## src/rtl/wishbone_master_pkg.sv

```systemverilog
// Shared types and bus widths for the Wishbone master.
package wishbone_master_pkg;

  localparam int unsigned WB_ADDR_W = 32;
  localparam int unsigned WB_DATA_W = 32;
  localparam int unsigned WB_SEL_W  = 4;

  // Bus access state machine encodings
  typedef enum logic [1:0] {
    StIdle         = 2'd0,
    StBusy         = 2'd1,
    StWaitForStall = 2'd2
  } wb_state_e;

endpackage

```

## src/rtl/wishbone_master.sv

```systemverilog
// Single-outstanding Wishbone classic master bridging a CPU pipeline port to the bus.
// One access at a time; a timeout aborts accesses the slave never acknowledges.
module wishbone_master
  import wishbone_master_pkg::*;
#(
  parameter int unsigned TIMEOUT = 255
) (
  input  logic                 clk,
  input  logic                 rst,
  // CPU side
  input  logic                 cpu_req_i,
  input  logic                 cpu_we_i,
  input  logic [WB_ADDR_W-1:0] cpu_addr_i,
  input  logic [WB_DATA_W-1:0] cpu_data_i,
  input  logic [WB_SEL_W-1:0]  cpu_sel_i,
  input  logic                 stall_i,
  input  logic                 flush_i,
  output logic [WB_DATA_W-1:0] cpu_data_o,
  output logic                 cpu_stall_o,
  output logic                 cpu_err_o,
  // Wishbone side
  output logic [WB_ADDR_W-1:0] wishbone_addr_o,
  output logic [WB_DATA_W-1:0] wishbone_data_o,
  output logic                 wishbone_we_o,
  output logic [WB_SEL_W-1:0]  wishbone_select_o,
  output logic                 wishbone_stb_o,
  output logic                 wishbone_cyc_o,
  input  logic [WB_DATA_W-1:0] wishbone_data_i,
  input  logic                 wishbone_ack_i
);

  // Last counter value of a BUSY phase; an unacked access aborts on it.
  localparam logic [15:0] TimeoutLast = 16'(TIMEOUT - 1);

  wb_state_e            state_q, state_d;
  logic [WB_ADDR_W-1:0] addr_q, addr_d;
  logic [WB_DATA_W-1:0] wdata_q, wdata_d;
  logic                 we_q, we_d;
  logic [WB_SEL_W-1:0]  sel_q, sel_d;
  logic                 stb_q, stb_d;
  logic [15:0]          cnt_q, cnt_d;
  logic [WB_DATA_W-1:0] rbuf_q, rbuf_d;
  logic                 err_q, err_d;

  logic busy;
  logic ack_taken;

  assign busy = (state_q == StBusy);
  // An ack only counts when neither reset nor flush cancels it in the same cycle.
  assign ack_taken = busy && wishbone_ack_i && !flush_i && !rst;

  // Next-state and registered-output logic of the access FSM
  always_comb begin
    state_d = state_q;
    addr_d  = addr_q;
    wdata_d = wdata_q;
    we_d    = we_q;
    sel_d   = sel_q;
    stb_d   = stb_q;
    cnt_d   = cnt_q;
    rbuf_d  = rbuf_q;
    err_d   = 1'b0;

    case (state_q)
      StIdle: begin
        if (cpu_req_i && !flush_i) begin
          addr_d  = cpu_addr_i;
          wdata_d = cpu_data_i;
          we_d    = cpu_we_i;
          sel_d   = cpu_sel_i;
          stb_d   = 1'b1;
          cnt_d   = '0;
          state_d = StBusy;
        end
      end

      StBusy: begin
        if (flush_i) begin
          // Flush wins over ack and timeout: drop the access and its result.
          stb_d   = 1'b0;
          we_d    = 1'b0;
          sel_d   = '0;
          rbuf_d  = '0;
          state_d = StIdle;
        end else if (wishbone_ack_i) begin
          stb_d   = 1'b0;
          we_d    = 1'b0;
          sel_d   = '0;
          rbuf_d  = we_q ? '0 : wishbone_data_i;
          state_d = stall_i ? StWaitForStall : StIdle;
        end else if (cnt_q == TimeoutLast) begin
          stb_d   = 1'b0;
          we_d    = 1'b0;
          sel_d   = '0;
          rbuf_d  = '0;
          err_d   = 1'b1;
          state_d = StIdle;
        end else begin
          cnt_d = cnt_q + 16'd1;
        end
      end

      StWaitForStall: begin
        // Result is held in rbuf_q until the pipeline can take it.
        if (!stall_i || flush_i) begin
          state_d = StIdle;
        end
      end

      default: begin
        state_d = StIdle;
      end
    endcase
  end

  // State and output registers with synchronous reset
  always_ff @(posedge clk) begin
    if (rst) begin
      state_q <= StIdle;
      addr_q  <= '0;
      wdata_q <= '0;
      we_q    <= 1'b0;
      sel_q   <= '0;
      stb_q   <= 1'b0;
      cnt_q   <= '0;
      rbuf_q  <= '0;
      err_q   <= 1'b0;
    end else begin
      state_q <= state_d;
      addr_q  <= addr_d;
      wdata_q <= wdata_d;
      we_q    <= we_d;
      sel_q   <= sel_d;
      stb_q   <= stb_d;
      cnt_q   <= cnt_d;
      rbuf_q  <= rbuf_d;
      err_q   <= err_d;
    end
  end

  // CPU-facing combinational outputs: stall handshake and read-data bypass
  always_comb begin
    cpu_stall_o = 1'b0;
    unique case (state_q)
      StIdle:  cpu_stall_o = cpu_req_i && !flush_i;
      StBusy:  cpu_stall_o = !wishbone_ack_i;
      default: cpu_stall_o = 1'b0;
    endcase
    cpu_data_o = ack_taken ? wishbone_data_i : rbuf_q;
  end

  assign cpu_err_o         = err_q;
  assign wishbone_addr_o   = addr_q;
  assign wishbone_data_o   = wdata_q;
  assign wishbone_we_o     = we_q;
  assign wishbone_select_o = sel_q;
  // stb and cyc come from one register so they can never disagree.
  assign wishbone_stb_o    = stb_q;
  assign wishbone_cyc_o    = stb_q;

endmodule

```

## config.mk

```make
export PLATFORM = sky130hd
export DESIGN_NAME = wishbone_master
export DESIGN_NICKNAME = d
export VERILOG_FILES = /design/src/rtl/wishbone_master_pkg.sv /design/src/rtl/wishbone_master.sv
export SDC_FILE = /design/constraint.sdc
export NUM_CORES = 1
export LEC_CHECK = 0
export BUFFER_PORTS_ARGS = -buffer_cell sky130_fd_sc_hd__clkbuf_2
export CORE_ASPECT_RATIO = 0.75
export CORE_UTILIZATION = 30
export DETAILED_ROUTE_END_ITERATION = 16
export PLACE_DENSITY = 0.57
export SYNTH_ARGS = -nofsm -noshare
export SYNTH_HDL_FRONTEND = slang
export SYNTH_SLANG_ARGS = --single-unit
```

## constraint.sdc

```tcl
create_clock -name clk -period 3.4 [get_ports clk]
set_input_delay 0.68 -clock clk [delete_from_list [all_inputs] [get_ports clk]]
set_output_delay 0.68 -clock clk [all_outputs]
set_load 0.03 [all_outputs]
```

# Word-level counts from Yosys, hierarchy flattened
# Index checks and enable logic that the tools add are counted.
[classes]
addsub = 1
multipliers = 0
n_div = 0
magnitude_cmp = 0
n_eq_ne = 9
shift = 0
muxes = 31
bitwise = 1
reduce_logical = 18
[ops]
columns = ["operator", "n"]
rows = [
  ["32-bit 2-to-1 mux", 5],
  ["16-bit 2-to-1 mux", 4],
  ["16-bit case mux with 2 select lines", 1],
  ["16-bit by 1-bit adder with 16-bit output, second input constant", 1],
  ["16-bit by 8-bit == test with 1-bit output, second input constant", 1],
  ["4-bit 2-to-1 mux", 4],
  ["2-bit 2-to-1 mux", 6],
  ["2-bit != test, second input constant", 5],
  ["4-bit case mux with 2 select lines", 1],
  ["1-bit 2-to-1 mux", 6],
  ["1-bit case mux with 2 select lines", 3],
  ["2-bit case mux with 3 select lines", 1],
  ["3-bit AND reduction", 2],
  ["5-bit AND reduction", 1],
  ["1-bit logical AND", 4],
  ["1-bit logical NOT", 4],
  ["4-bit by 3-bit != test with 1-bit output, second input constant", 1],
  ["2-bit AND reduction", 2],
  ["4-bit OR reduction", 1],
  ["3-bit nonzero test", 1],
  ["2-bit by 1-bit == test with 1-bit output, second input constant", 1],
  ["2-bit == test, second input constant", 1],
  ["2-bit logical NOT", 1],
  ["2-bit nonzero test", 1],
  ["other kinds (2)", 2],
]
[word_totals]
reg_bits = 121
latchBits = 0
ramBits = 0
mem_bits_ro = 0
inputBits = 107
output_inout_bits = 105
wordCells = 69
mem_count = 0

# Longest topological paths before layout
[logic_depth]
word_depth = 5
mapped_depth = 7
mapped_depth_nobuf = 6

# Worst setup path after synthesis
# No wires, ideal clock.
[synth_timing]
path_type = "input to output"
startpoint = "in rst"
endpoint = "out cpu_data_o[10]"
arrival_time_ns = 1.931
required_time_ns = 2.720
setup_slack_ns = 0.789
path_stages = 5
n_path_buf = 2
path_cell_list = "clkbuf_1 nor2_1 nand3_1 clkbuf_1 mux2_2"
[synth_via]
elab_chain_cells = 3
[synth_lines]
columns = ["element", "line", "rtl"]
rows = [
  ["from (decl)", "wishbone_master.sv:9", "input logic rst,"],
  ["1-bit logical NOT", "wishbone_master.sv:50", "assign ack_taken = busy && wishbone_ack_i && !flush_i && !rst;"],
  ["1-bit logical AND", "wishbone_master.sv:50", ""],
  ["32-bit 2-to-1 mux", "wishbone_master.sv:149", "cpu_data_o = ack_taken ? wishbone_data_i : rbuf_q;"],
  ["to (decl)", "wishbone_master.sv:18", "output logic [WB_DATA_W-1:0] cpu_data_o,"],
]
# Every way passes these cells.

# Worst setup path in the final report
[layout_timing]
startpoint = "reg state_q[0]"
endpoint = "out cpu_data_o[25]"
[layout_via]
elab_chain_cells = 5
[layout_lines]
columns = ["element", "line", "rtl"]
rows = [
  ["from (decl)", "wishbone_master.sv:35", "wb_state_e state_q, state_d;"],
  ["from (signal assigned)", "wishbone_master.sv:119", "state_q <= StIdle;"],
  ["from (signal assigned)", "wishbone_master.sv:129", "state_q <= state_d;"],
  ["2-bit by 1-bit == test with 1-bit output", "wishbone_master.sv:48", "assign busy = (state_q == StBusy);"],
  ["1-bit logical AND (3 in series)", "wishbone_master.sv:50", ""],
  ["32-bit 2-to-1 mux", "wishbone_master.sv:149", ""],
]
# Every way passes these cells.

==> results.json <==
{
  "ys.flop_type": "dfxtp_1",
  "setup_slack_ps": 519.9,
  "cts_max_level": 4,
  "combPwrFrac_pct": 9.6,
  "wl_met3_um": 1032,
  "dieArea_mm2": 0.01684,
  "cts_hold_buf": 0,
  "dpl.cell_count": 934,
  "start_kind": "flop",
  "setup_violations": 0,
  "rr_worst_depth": 4,
  "cts.path.max_buffers": 2,
  "period_share_pct": 84.71,
  "stdcell_count": 966,
  "clock-sinks": 121,
  "seq_area_frac_synth_pct": 49.46,
  "cts.repair.resized": 0,
  "path_clk_slew_ps": 60,
  "syn_to_final_growth_pct": 38.40,
  "setup_tns_ps": 0,
  "swShare_pct": 23.96,
  "synth_largest_area_cell": "dfxtp_1",
  "hold_violations": 0,
  "netlist_area_mm2": 0.004897,
  "place.gp.congestion": 0.7304,
  "grt_pass1_wl_um": 21530,
  "vdd_drop_max_mv": 0.2750,
  "powerDensity_mw_per_mm2": 567.8,
  "r2r_end": "rbuf_q[30]",
  "antenna_found_initial": 0,
  "slew_violations": 0,
  "seqPwrFrac_pct": 38.7,
  "fp.coreArea_mm2": 0.01597,
  "worst_pin_slew_ps": 896.8,
  "postRouteAntennaNets": 0,
  "top_layer_used": "met4",
  "drt-initial-drc-count": 189,
  "gr-total-overflow": 0,
  "power.internal_w": 0.002926,
  "drc": 0,
  "clock-root-buffer": "clkbuf_16",
  "ys_seq_elements": 121,
  "clock_latency_ps": 420,
  "leakage_nw": 3.141,
  "fin_crit_ps": 2880,
  "worstPathMaxFanout": 33,
  "vias": 4571,
  "status": "finished clean",
  "cts_setup_buffers": 0,
  "met1Wirelength_um": 6676,
  "die_w_um": 149.5,
  "synth_top_cell_area_share_pct": 49.46,
  "finClkSkew_ps": 9.534,
  "die_y_um": 112.7,
  "antennaDiodeCount": 0,
  "grt_pass1_vias": 4204,
  "hp-start": "wishbone_data_o[24]",
  "routed_wl_um": 13420,
  "rsz0062_at_grt": "no",
  "hold_end": "wishbone_data_o[24]",
  "post-route-util_pct": 42.45,
  "p_total_w": 0.003848,
  "grt_max_degree": 80,
  "crit_required_ps": 2720,
  "wl_met2_um": 5528,
  "synthTopCellsByArea": "dfxtp_1, nand2_1, a21oi_1",
  "r2r_slack_ps": 1050,
  "vias_per_cell": 4.732,
  "numPortBuffers": 211,
  "relSlewSlack_pct": 40.21,
  "row_count": 40,
  "criticalPathCategory": "reg2out",
  "holdPathStages": 2,
  "wl_per_cell_um": 13.89,
  "synthesis.nets": 651,
  "initial_core_util_pct": 30.67,
  "cp.arrival_ps": 2200,
  "hp-class": "reg2reg",
  "numCtsBuffers": 17,
  "end_kind": "primary output",
  "fmaxAchievable_ghz": 0.3472,
  "cap_violations": 0,
  "switchingPower_w": 0.0009219,
  "cts_tree": "yes",
  "syn-instance-count": 542,
  "dp_hpwl_um": 9115,
  "synth.distinct_cells": 44,
  "avgSynthCellArea_um2": 9.035,
  "dr.pass1.iters": 4,
  "clock_power_share_pct": 51.6,
  "synth_edf_count": 0,
  "reg2reg_from": "cnt_q[8]",
  "ys_warn_count": 0,
  "grt_usage_pct": 16.29,
  "preCtsSetupSlack_ps": 706.8,
  "drive_gt1_share_pct": 42.59,
  "ios": 212,
  "layout.nets": 852,
  "synth-async-reset-ratio_pct": 0
}
==> critical path, cell delays in order (launching register included) <==
cell,delay [ps]
dfxtp_1,370
nor2b_1,160
buf_4,170
nand3_1,100
buf_4,390
mux2_2,400
clkbuf_2,180
==> cell usage after synthesis (2+ instances only) <==
library cell,count
or4b_2,2
buf_6,3
a32o_2,28
o2111ai_1,3
inv_1,6
a21oi_1,73
and4_1,2
clkbuf_1,34
nand3_1,5
ha_1,2
mux2i_1,6
o211a_1,2
nor2b_1,4
a211oi_1,6
o21ai_0,7
and2_1,2
nor3_1,2
dfxtp_1,121
nand2_1,141
a32o_1,4
nor4_1,6
nand4_1,2
mux2_2,32
nor2_1,18
o21a_1,2
or3_1,10
or4_4,2
==> power groups by stage <==
| stage | sequential, W | clock [W] | combinational [W] |
|---|---|---|---|
| after floorplan | 0.00160 | 0 | 0.000144 |
| after global placement | 0.00152 | 0 | 0.000374 |
| after detailed placement | 0.00152 | 0 | 0.000375 |
| after CTS | 0.00149 | 0.00203 | 0.000376 |
| after global routing | 0.00150 | 0.00211 | 0.000405 |
| final | 0.00149 | 0.00199 | 0.000371 |
==> sequential cells by signal, summed over array words and instances (netlist names) <==
| register | count |
|---|---|
| cnt_q | 16 |
| cpu_err_o | 1 |
| rbuf_q | 32 |
| state_q | 2 |
| wishbone_addr_o | 32 |
| wishbone_cyc_o | 1 |
| wishbone_data_o | 32 |
| wishbone_select_o | 4 |
| wishbone_we_o | 1 |
==> through the flow <==
stage | instance area, µm² | hold slack [ps]
CTS | 6778 | 449.7
finish | 6778 | 451.2
floorplan | 4897 | 463.2
global route | 6778 | 465.8
global placement | 6126 | 442.4
detailed placement | 6126 | 446.7
==> metal layers <==
metal  GRT usage, %  vias to the layer above
li1               -                     2330
met1          21.53                     2067
met2          24.01                      159
met3          5.528                       15
met4          6.735                        0
met5              0                        -
==> how the worst max path moves through the flow <==
| stage | startpoint | to | slack (ps) |
|---|---|---|---|
| 2_1_floorplan | rst | cpu_data_o[10] | 790 |
| 3_3_place_gp | flush_i | cpu_data_o[25] | 700 |
| 3_5_place_dp | flush_i | cpu_data_o[25] | 710 |
| 4_1_cts | state_q[0] | cpu_data_o[22] | 480 |
| 5_1_grt | state_q[0] | cpu_data_o[28] | 420 |
| 6_report | state_q[0] | cpu_data_o[25] | 520 |
==> layout by cell type (no fill, tap or decap), types with 2 or more instances in the layout <==
cell,n
nor4_1,6
nor3_1,2
clkinv_2,4
or3_1,10
o211a_1,2
a32o_2,28
clkbuf_8,2
or4_4,2
a32o_1,4
nor2_1,17
and4_1,2
buf_4,9
o2111ai_1,3
inv_1,6
mux2_2,32
ha_1,2
o21a_1,2
mux2i_1,6
nand3_1,5
a21oi_1,73
nor2b_1,4
clkbuf_16,17
nand2_1,140
or4b_2,2
dfxtp_1,121
o21ai_0,7
and2_1,2
a211oi_1,6
clkbuf_2,211
nand4_1,2
bufinv_16,5
==> layout make-up <==
| type | instances | area, µm² |
|---|---|---|
| fillers | 1626 | 9188 |
| flip-flops and latches | 121 | 2422 |
| multi-input cells | 376 | 2291 |
| repair buffers | 220 | 1124 |
| clock buffers | 20 | 456.7 |
| well taps | 210 | 262.8 |
| clock inverters | 12 | 195.2 |
| inverters | 7 | 26.28 |
==> cells by family after synthesis <==
kind of cell	synth area share [%]
muxes	8.585
AOI/OAI and AO/OA	18.88
and+or+nand+nor	18.57
adders and majority gates	0.5109
DFF	49.46
buffers and inverters	3.986
(Power assumes the default switching activity.)
